## src/rtl/ex_mem_skid_stage.sv

```systemverilog
`default_nettype none
// ============================================================================
// Module   : ex_mem_skid_stage
// Purpose  : EX->MEM pipeline register with valid tracking, a one-entry skid
//            buffer, MEM stall (hold) and flush. in_ready is taken straight
//            from a flop, so MEM stall never reaches EX combinationally.
//            Control outputs are gated with out_valid so bubbles never carry
//            live MemRead/MemWrite/write-back bits.
// Ports    : clk, reset (async, active high)
//            in_valid / in_ready        upstream handshake
//            wb_in, m_in, alu_in, rd_data2_in, rd_addr_in   EX beat fields
//            hold_i, flush_i            MEM stall / pipeline flush
//            out_valid, wb_out, mem_write, mem_read, alu_out,
//            rd_data2_out, rd_addr_out  MEM-side beat
//            skid_full                  skid entry occupied (== !in_ready)
// Revision : 1.0 - initial release
// ============================================================================
module ex_mem_skid_stage #(
  parameter int WB_W   = 2,
  parameter int M_W    = 2,
  parameter int DATA_W = 32,
  parameter int REG_W  = 5
) (
  input  logic              clk,
  input  logic              reset,
  input  logic              in_valid,
  output logic              in_ready,
  input  logic [WB_W-1:0]   wb_in,
  input  logic [M_W-1:0]    m_in,
  input  logic [DATA_W-1:0] alu_in,
  input  logic [DATA_W-1:0] rd_data2_in,
  input  logic [REG_W-1:0]  rd_addr_in,
  input  logic              hold_i,
  input  logic              flush_i,
  output logic              out_valid,
  output logic [WB_W-1:0]   wb_out,
  output logic              mem_write,
  output logic              mem_read,
  output logic [DATA_W-1:0] alu_out,
  output logic [DATA_W-1:0] rd_data2_out,
  output logic [REG_W-1:0]  rd_addr_out,
  output logic              skid_full
);

  // A beat is packed as {wb, m, alu, rd_data2, rd_addr}, stored verbatim.
  localparam int BEAT_W  = WB_W + M_W + 2 * DATA_W + REG_W;
  localparam int RD_LSB  = 0;
  localparam int D2_LSB  = REG_W;
  localparam int ALU_LSB = REG_W + DATA_W;
  localparam int M_LSB   = REG_W + 2 * DATA_W;
  localparam int WB_LSB  = M_LSB + M_W;

  logic              main_valid_q, main_valid_d;
  logic              skid_valid_q, skid_valid_d;
  logic [BEAT_W-1:0] main_q, main_d;
  logic [BEAT_W-1:0] skid_q, skid_d;

  logic              accept;
  logic              drain;
  logic [BEAT_W-1:0] in_beat;

  assign in_beat = {wb_in, m_in, alu_in, rd_data2_in, rd_addr_in};

  // in_ready depends only on the skid flop; accept/drain use state + inputs.
  assign accept = in_valid & ~skid_valid_q;
  assign drain  = main_valid_q & ~hold_i;

  always_comb begin
    main_valid_d = main_valid_q;
    skid_valid_d = skid_valid_q;
    main_d       = main_q;
    skid_d       = skid_q;
    if (flush_i) begin
      // Drop everything, including this cycle's incoming beat. Data
      // registers keep stale contents; gating hides them.
      main_valid_d = 1'b0;
      skid_valid_d = 1'b0;
    end else if (skid_valid_q) begin
      // FULL: no accept possible; on drain the skid entry moves up.
      if (drain) begin
        main_d       = skid_q;
        skid_valid_d = 1'b0;
      end
    end else if (!main_valid_q || drain) begin
      // EMPTY, or ONE with the current beat leaving: main takes the input.
      main_valid_d = accept;
      if (accept) begin
        main_d = in_beat;
      end
    end else if (accept) begin
      // ONE under hold: park the new beat in the skid entry.
      skid_d       = in_beat;
      skid_valid_d = 1'b1;
    end
  end

  always_ff @(posedge clk or posedge reset) begin
    if (reset) begin
      main_valid_q <= 1'b0;
      skid_valid_q <= 1'b0;
      main_q       <= '0;
      skid_q       <= '0;
    end else begin
      main_valid_q <= main_valid_d;
      skid_valid_q <= skid_valid_d;
      main_q       <= main_d;
      skid_q       <= skid_d;
    end
  end

  assign in_ready     = ~skid_valid_q;
  assign skid_full    = skid_valid_q;
  assign out_valid    = main_valid_q;

  assign wb_out       = main_q[WB_LSB +: WB_W] & {WB_W{main_valid_q}};
  assign mem_write    = main_q[M_LSB + 1] & main_valid_q;
  assign mem_read     = main_q[M_LSB] & main_valid_q;

  assign alu_out      = main_q[ALU_LSB +: DATA_W];
  assign rd_data2_out = main_q[D2_LSB +: DATA_W];
  assign rd_addr_out  = main_q[RD_LSB +: REG_W];

endmodule
`default_nettype wire
```

## config.mk

```make
export PLATFORM = sky130hd
export DESIGN_NAME = ex_mem_skid_stage
export DESIGN_NICKNAME = d
export VERILOG_FILES = /design/src/rtl/ex_mem_skid_stage.sv
export SDC_FILE = /design/constraint.sdc
export NUM_CORES = 1
export LEC_CHECK = 0
export ABC_CLOCK_PERIOD_IN_PS = 6000
export CORE_ASPECT_RATIO = 0.75
export CORE_MARGIN = 8
export CORE_UTILIZATION = 40
export CTS_CLUSTER_DIAMETER = 30
export DETAILED_ROUTE_END_ITERATION = 8
export GPL_TIMING_DRIVEN = 0
export PLACE_DENSITY = 0.73
export SLEW_MARGIN = 20
export SYNTH_ARGS = -nofsm -noshare
export SYNTH_HDL_FRONTEND = slang
export SYNTH_SLANG_ARGS = --single-unit
```

## constraint.sdc

```tcl
create_clock -name clk -period 6 [get_ports clk]
set_clock_uncertainty 0.05 [all_clocks]
set_input_delay 1.2 -clock clk [delete_from_list [all_inputs] [get_ports clk]]
set_output_delay 1.2 -clock clk [all_outputs]
set_load 0.005 [all_outputs]
```

Word level (Yosys, flattened, before mapping)
Cells that the tools add are included.

word-level totals
  logic and storage cells = 35
  register bits = 148
  output and inout bits = 76

operators by class
  multiplexer cells = 12
  equality and inequality tests = 2
  reduce and logical (&&, ||, !) cells = 8
  bitwise logic cells = 9

operators with widths
  operator                                                         number
  73-bit two-way mux                                               4
  1-bit two-way mux                                                8
  4-bit AND reduction                                              2
  2-bit nonzero test                                               3
  1-bit bitwise AND                                                4
  1-bit NOT                                                        4
  2-bit bitwise AND                                                1
  2-bit by 1-bit != test with 1-bit output, second input constant  1
  2-bit != test, second input constant                             1
  2-bit AND reduction                                              1
  1-bit logical NOT                                                1
  1-bit logical OR                                                 1

Logic depth before layout (Yosys ltp)
  depth after elaboration = 6
  gate-level depth with buffers = 5

Worst setup path before layout
No wires, ideal clock.

  kind = input to register
  start = input port in_valid
  end = register main_q[30]
  arrival = 2.306 ns
  path slack = 3.520 ns
  path buffers = 1
  stages on the path = 4
  cells stage by stage = nand2b_4 a221oi_4 buf_6 mux2_2

between the ends
  cells in the longest elaborated chain, start to end = 3

RTL lines
  element                        RTL line  RTL
  from (decl)                    26        input logic in_valid,
  1-bit bitwise AND              65        assign accept = in_valid & ~skid_valid_q;
  2-bit nonzero test (no line)   --
  4-bit AND reduction (no line)  --
  to (signal assigned)           106       main_q <= main_d;
  to (decl)                      55        logic [BEAT_W-1:0] main_q, main_d;

Every way passes these cells.
A chain may end at the register's enable or synchronous reset.

Worst setup path after layout
  start = register skid_valid_q, in the netlist skid_full
  end = output port in_ready

between the ends
  cells in the longest elaborated chain, start to end = 1

RTL lines
  element                 RTL line  RTL
  from (decl)             54        logic skid_valid_q, skid_valid_d;
  from (signal assigned)  105       skid_valid_q <= skid_valid_d;
  1-bit NOT (no line)     --
  to (decl)               27        output logic in_ready,

Every way passes these cells.

==> results by group <==
Worst setup path
  • Worst setup EP type: output pin
  • Setup Crit Path Kind: reg2out
  • Crit-path most repeated cell: clkbuf_1
  • Critical path's largest stage delay: roughly 0.54 ns
  • Cells along the critical path: buf_2, clkbuf_1, clkbuf_1, inv_1, clkdlybuf4s50_1
  • Slowest CP cell: clkbuf_1
  • Worst Path Max Fanout: 10
  • CP arrival: 2.56 ns
  • Startpoint types: flop
  • Critical Path RT: approximately 4.8 ns

Job
  • Number of max-cap violations: 0

Place
  • Final RePlAce weighted congestion: between 0.7 and 0.8
  • Number of port buffers: ~150
  • Placed insts: around 850
  • Post-DP HPWL: 11,000 µm
  • Post-DP Area: 8800 µm²

Clock network
  • Clock Latency Late Sink: ~0.42 ns
  • Num Clock Sinks: about 150
  • H-tree lvl count: 4
  • Clock-pin slew on the worst setup and hold paths: 0.06 ns
  • Total CTS buffers: 17
  • Clk Tree Root Cell: clkbuf_16
  • Post-CTS setup buffers: 0
  • Max Buffers Root-to-Sink: 2
  • CTS tree: done
  • # hold bufs at CTS: 0
  • Post-CTS Resized: 0

STA
  • Tcrit/Tclk final: 63.5%
  • Period minus WS final: around 3.8 ns
  • Worst slew pin tran: 0.845 ns
  • RSZ-0062 raised after global routing: no
  • Setup violators final: 0
  • Final Hold Viols: 0
  • Worst slew margin: between 40% and 50%
  • Max Clock Freq: around 0.26 GHz
  • Max Slew Vio Count: 0

Global routing
  • Vias in the first global route: slightly below 5,000
  • Total congestion overflow: 0
  • Pin count of the biggest net entering global routing: 78
  • Initial antenna violation count: 0
  • First-pass GRT wire length: ~25,000 µm
  • Overall Global Routing Usage: between 10 and 15%

Route
  • Drt first pass iters: 4
  • Vias/cell: 4.74
  • Post-Route WL: between 15,000 and 20,000 µm
  • Routed WL per cell: around 17 µm
  • Residual DRC count: 0
  • Detail Route Antenna Nets: 0
  • Initial DRC Count: 131
  • Via Count: approximately 4,200

Final layout
  • Design Area, Final: roughly 9400 µm²
  • Layout cells sized above 1: 45.0%
  • Area growth from synthesis to layout: 34.7%
  • Number of diodes: 0
  • Nets@finish: roughly 730
  • Post-Layout Cell Count: 877
  • Post-layout util: a little under three fifths

Yosys
  • Synth Net Count: between 500 and 600
  • Synth area leaders: dfrtp_1 (53%), mux2_2 (28%), buf_4 (7.4%), mux2_1 (7.3%), buf_6 (1.1%)
  • Synthesized area per cell: around 15 µm²
  • Cell area after synthesis: ~7000 µm²
  • Ys async rst share: 100%
  • Post-synth EDFFs: 0
  • Gate Count Post-Synth: ~480
  • Share of the yosys chip area belonging to registers: between 50% and 60%
  • Area share of the largest cell type after synthesis: 53.2%
  • Synth Register Bits: 148
  • Synth cell types: 17
  • Ys Warns: 0
  • Ys flop type: dfrtp_1
  • Synth area leader: dfrtp_1

Power and ir drop
  • Power Density: between 300 and 400 nW/µm²
  • P_leak: approximately 4.0 nW
  • Max VDD drop: 0.000178 V

Floorplanning
  • Ports: between 150 and 200
  • Die area: ~22,000 µm²
  • Starting Density: about two fifths
  • Rows: 41
  • Die W: 168 µm
  • Die span in y: ~130 µm
  • Core ar.: 16,900 µm²

Hold path
  • Worst hold path type: reg2reg

Outcome
  • Status: finished, final reports clean
[report_power, final]
part | internal, mW | switching [mW]
clock | 0.634 | 0.417
combinational | 0.596 | 0.247
sequential | 1.25 | 0.123
total | 2.48 | 0.786
[per-stage QoR]
| step | hold WS [ns] | worst slack [ns] | TNS, ns | power, mW |
|---|---|---|---|---|
| final | 0.433 | 2.19 | 0 | 3.27 |
| after floorplan | 0.399 | 0.770 | 0 | 1.84 |
| after detailed placement | 0.424 | 2.56 | 0 | 2.25 |
| after global placement | 0.412 | -1.19 | -174.63 | 2.21 |
| after CTS | 0.438 | 2.15 | 0 | 3.32 |
| after global routing | 0.450 | 2.01 | 0 | 3.45 |
[state kept, by name, summed over array words and instances, names as in the netlist]
signal	cells
main_q	73
out_valid	1
skid_q	73
skid_full	1
[worst max-delay path, delay by kind of cell, from the launching register on]
family / cells / cell delay, ns
buffers and inverters: 5 / 1.81
DFF: 1 / 0.34
[cell families (layout without fill, tap and decap cells)]
group,count (synthesis),in the layout,share of synthesized area [%]
DFF,148,148,53.2
AOI/OAI and AO/OA,4,4,0.593
buffers and inverters,95,281,9.80
and+or+nand+nor,10,10,1.06
muxes,219,219,35.4
[final timing paths]
check	from	endpoint	slack (ns)	depth (start not counted)
worst max-delay path	skid_full$_DFF_PP0_	in_ready	2.19	5
worst min-delay path	main_q[32]$_DFFE_PP0P_	main_q[32]$_DFFE_PP0P_	0.43	1
worst max register to register	skid_full$_DFF_PP0_	main_q[69]$_DFFE_PP0P_	3.56	5
worst min register to register	main_q[32]$_DFFE_PP0P_	main_q[32]$_DFFE_PP0P_	0.43	1
max in group asynchronous	reset	main_q[49]$_DFFE_PP0P_	3.99	3
min in group asynchronous	reset	main_q[19]$_DFFE_PP0P_	1.16	2
[Yosys cell counts, drive strengths merged (2+ instances only)]
master,number
a21oi,2
and2,4
buf,88
clkbuf,5
dfrtp,148
inv,2
mux2,219
nand2,2
nor3,2
[layer usage]
metal | wire, µm | share of wire, % | global-route usage, % | up-vias
li1 | - | - | - | 1940
met1 | 7190 | 47 | 18.4 | 2107
met2 | 7040 | 46 | 23.3 | 104
met3 | 1010 | 6.6 | 6.31 | 7
met4 | 77 | 0.50 | 2.83 | 0
met5 | 0 | 0 | 0 | -
[layout by cell type, fill, tap and decap left out, drive strengths merged]
cell type / n
a21oi: 2
a221oi: 1
and2: 4
buf: 89
bufinv: 2
clkbuf: 25
clkdlybuf4s50: 153
clkinv: 7
clkinvlp: 1
dfrtp: 148
inv: 4
mux2: 219
nand2: 2
nand2b: 1
nor2b: 1
nor3: 2
o21ai: 1
[final cells by class]
class / count / area [µm²]
fillers: 1366 / 7540
multi-input cells: 233 / 2580
well taps: 215 / 269
flip-flops and latches: 148 / 3700
repair buffers: 154 / 1560
clock inverters: 12 / 128
plain buffers: 93 / 676
clock buffers: 20 / 457
inverters: 2 / 15.0
Power figures use the tool's default switching activity.
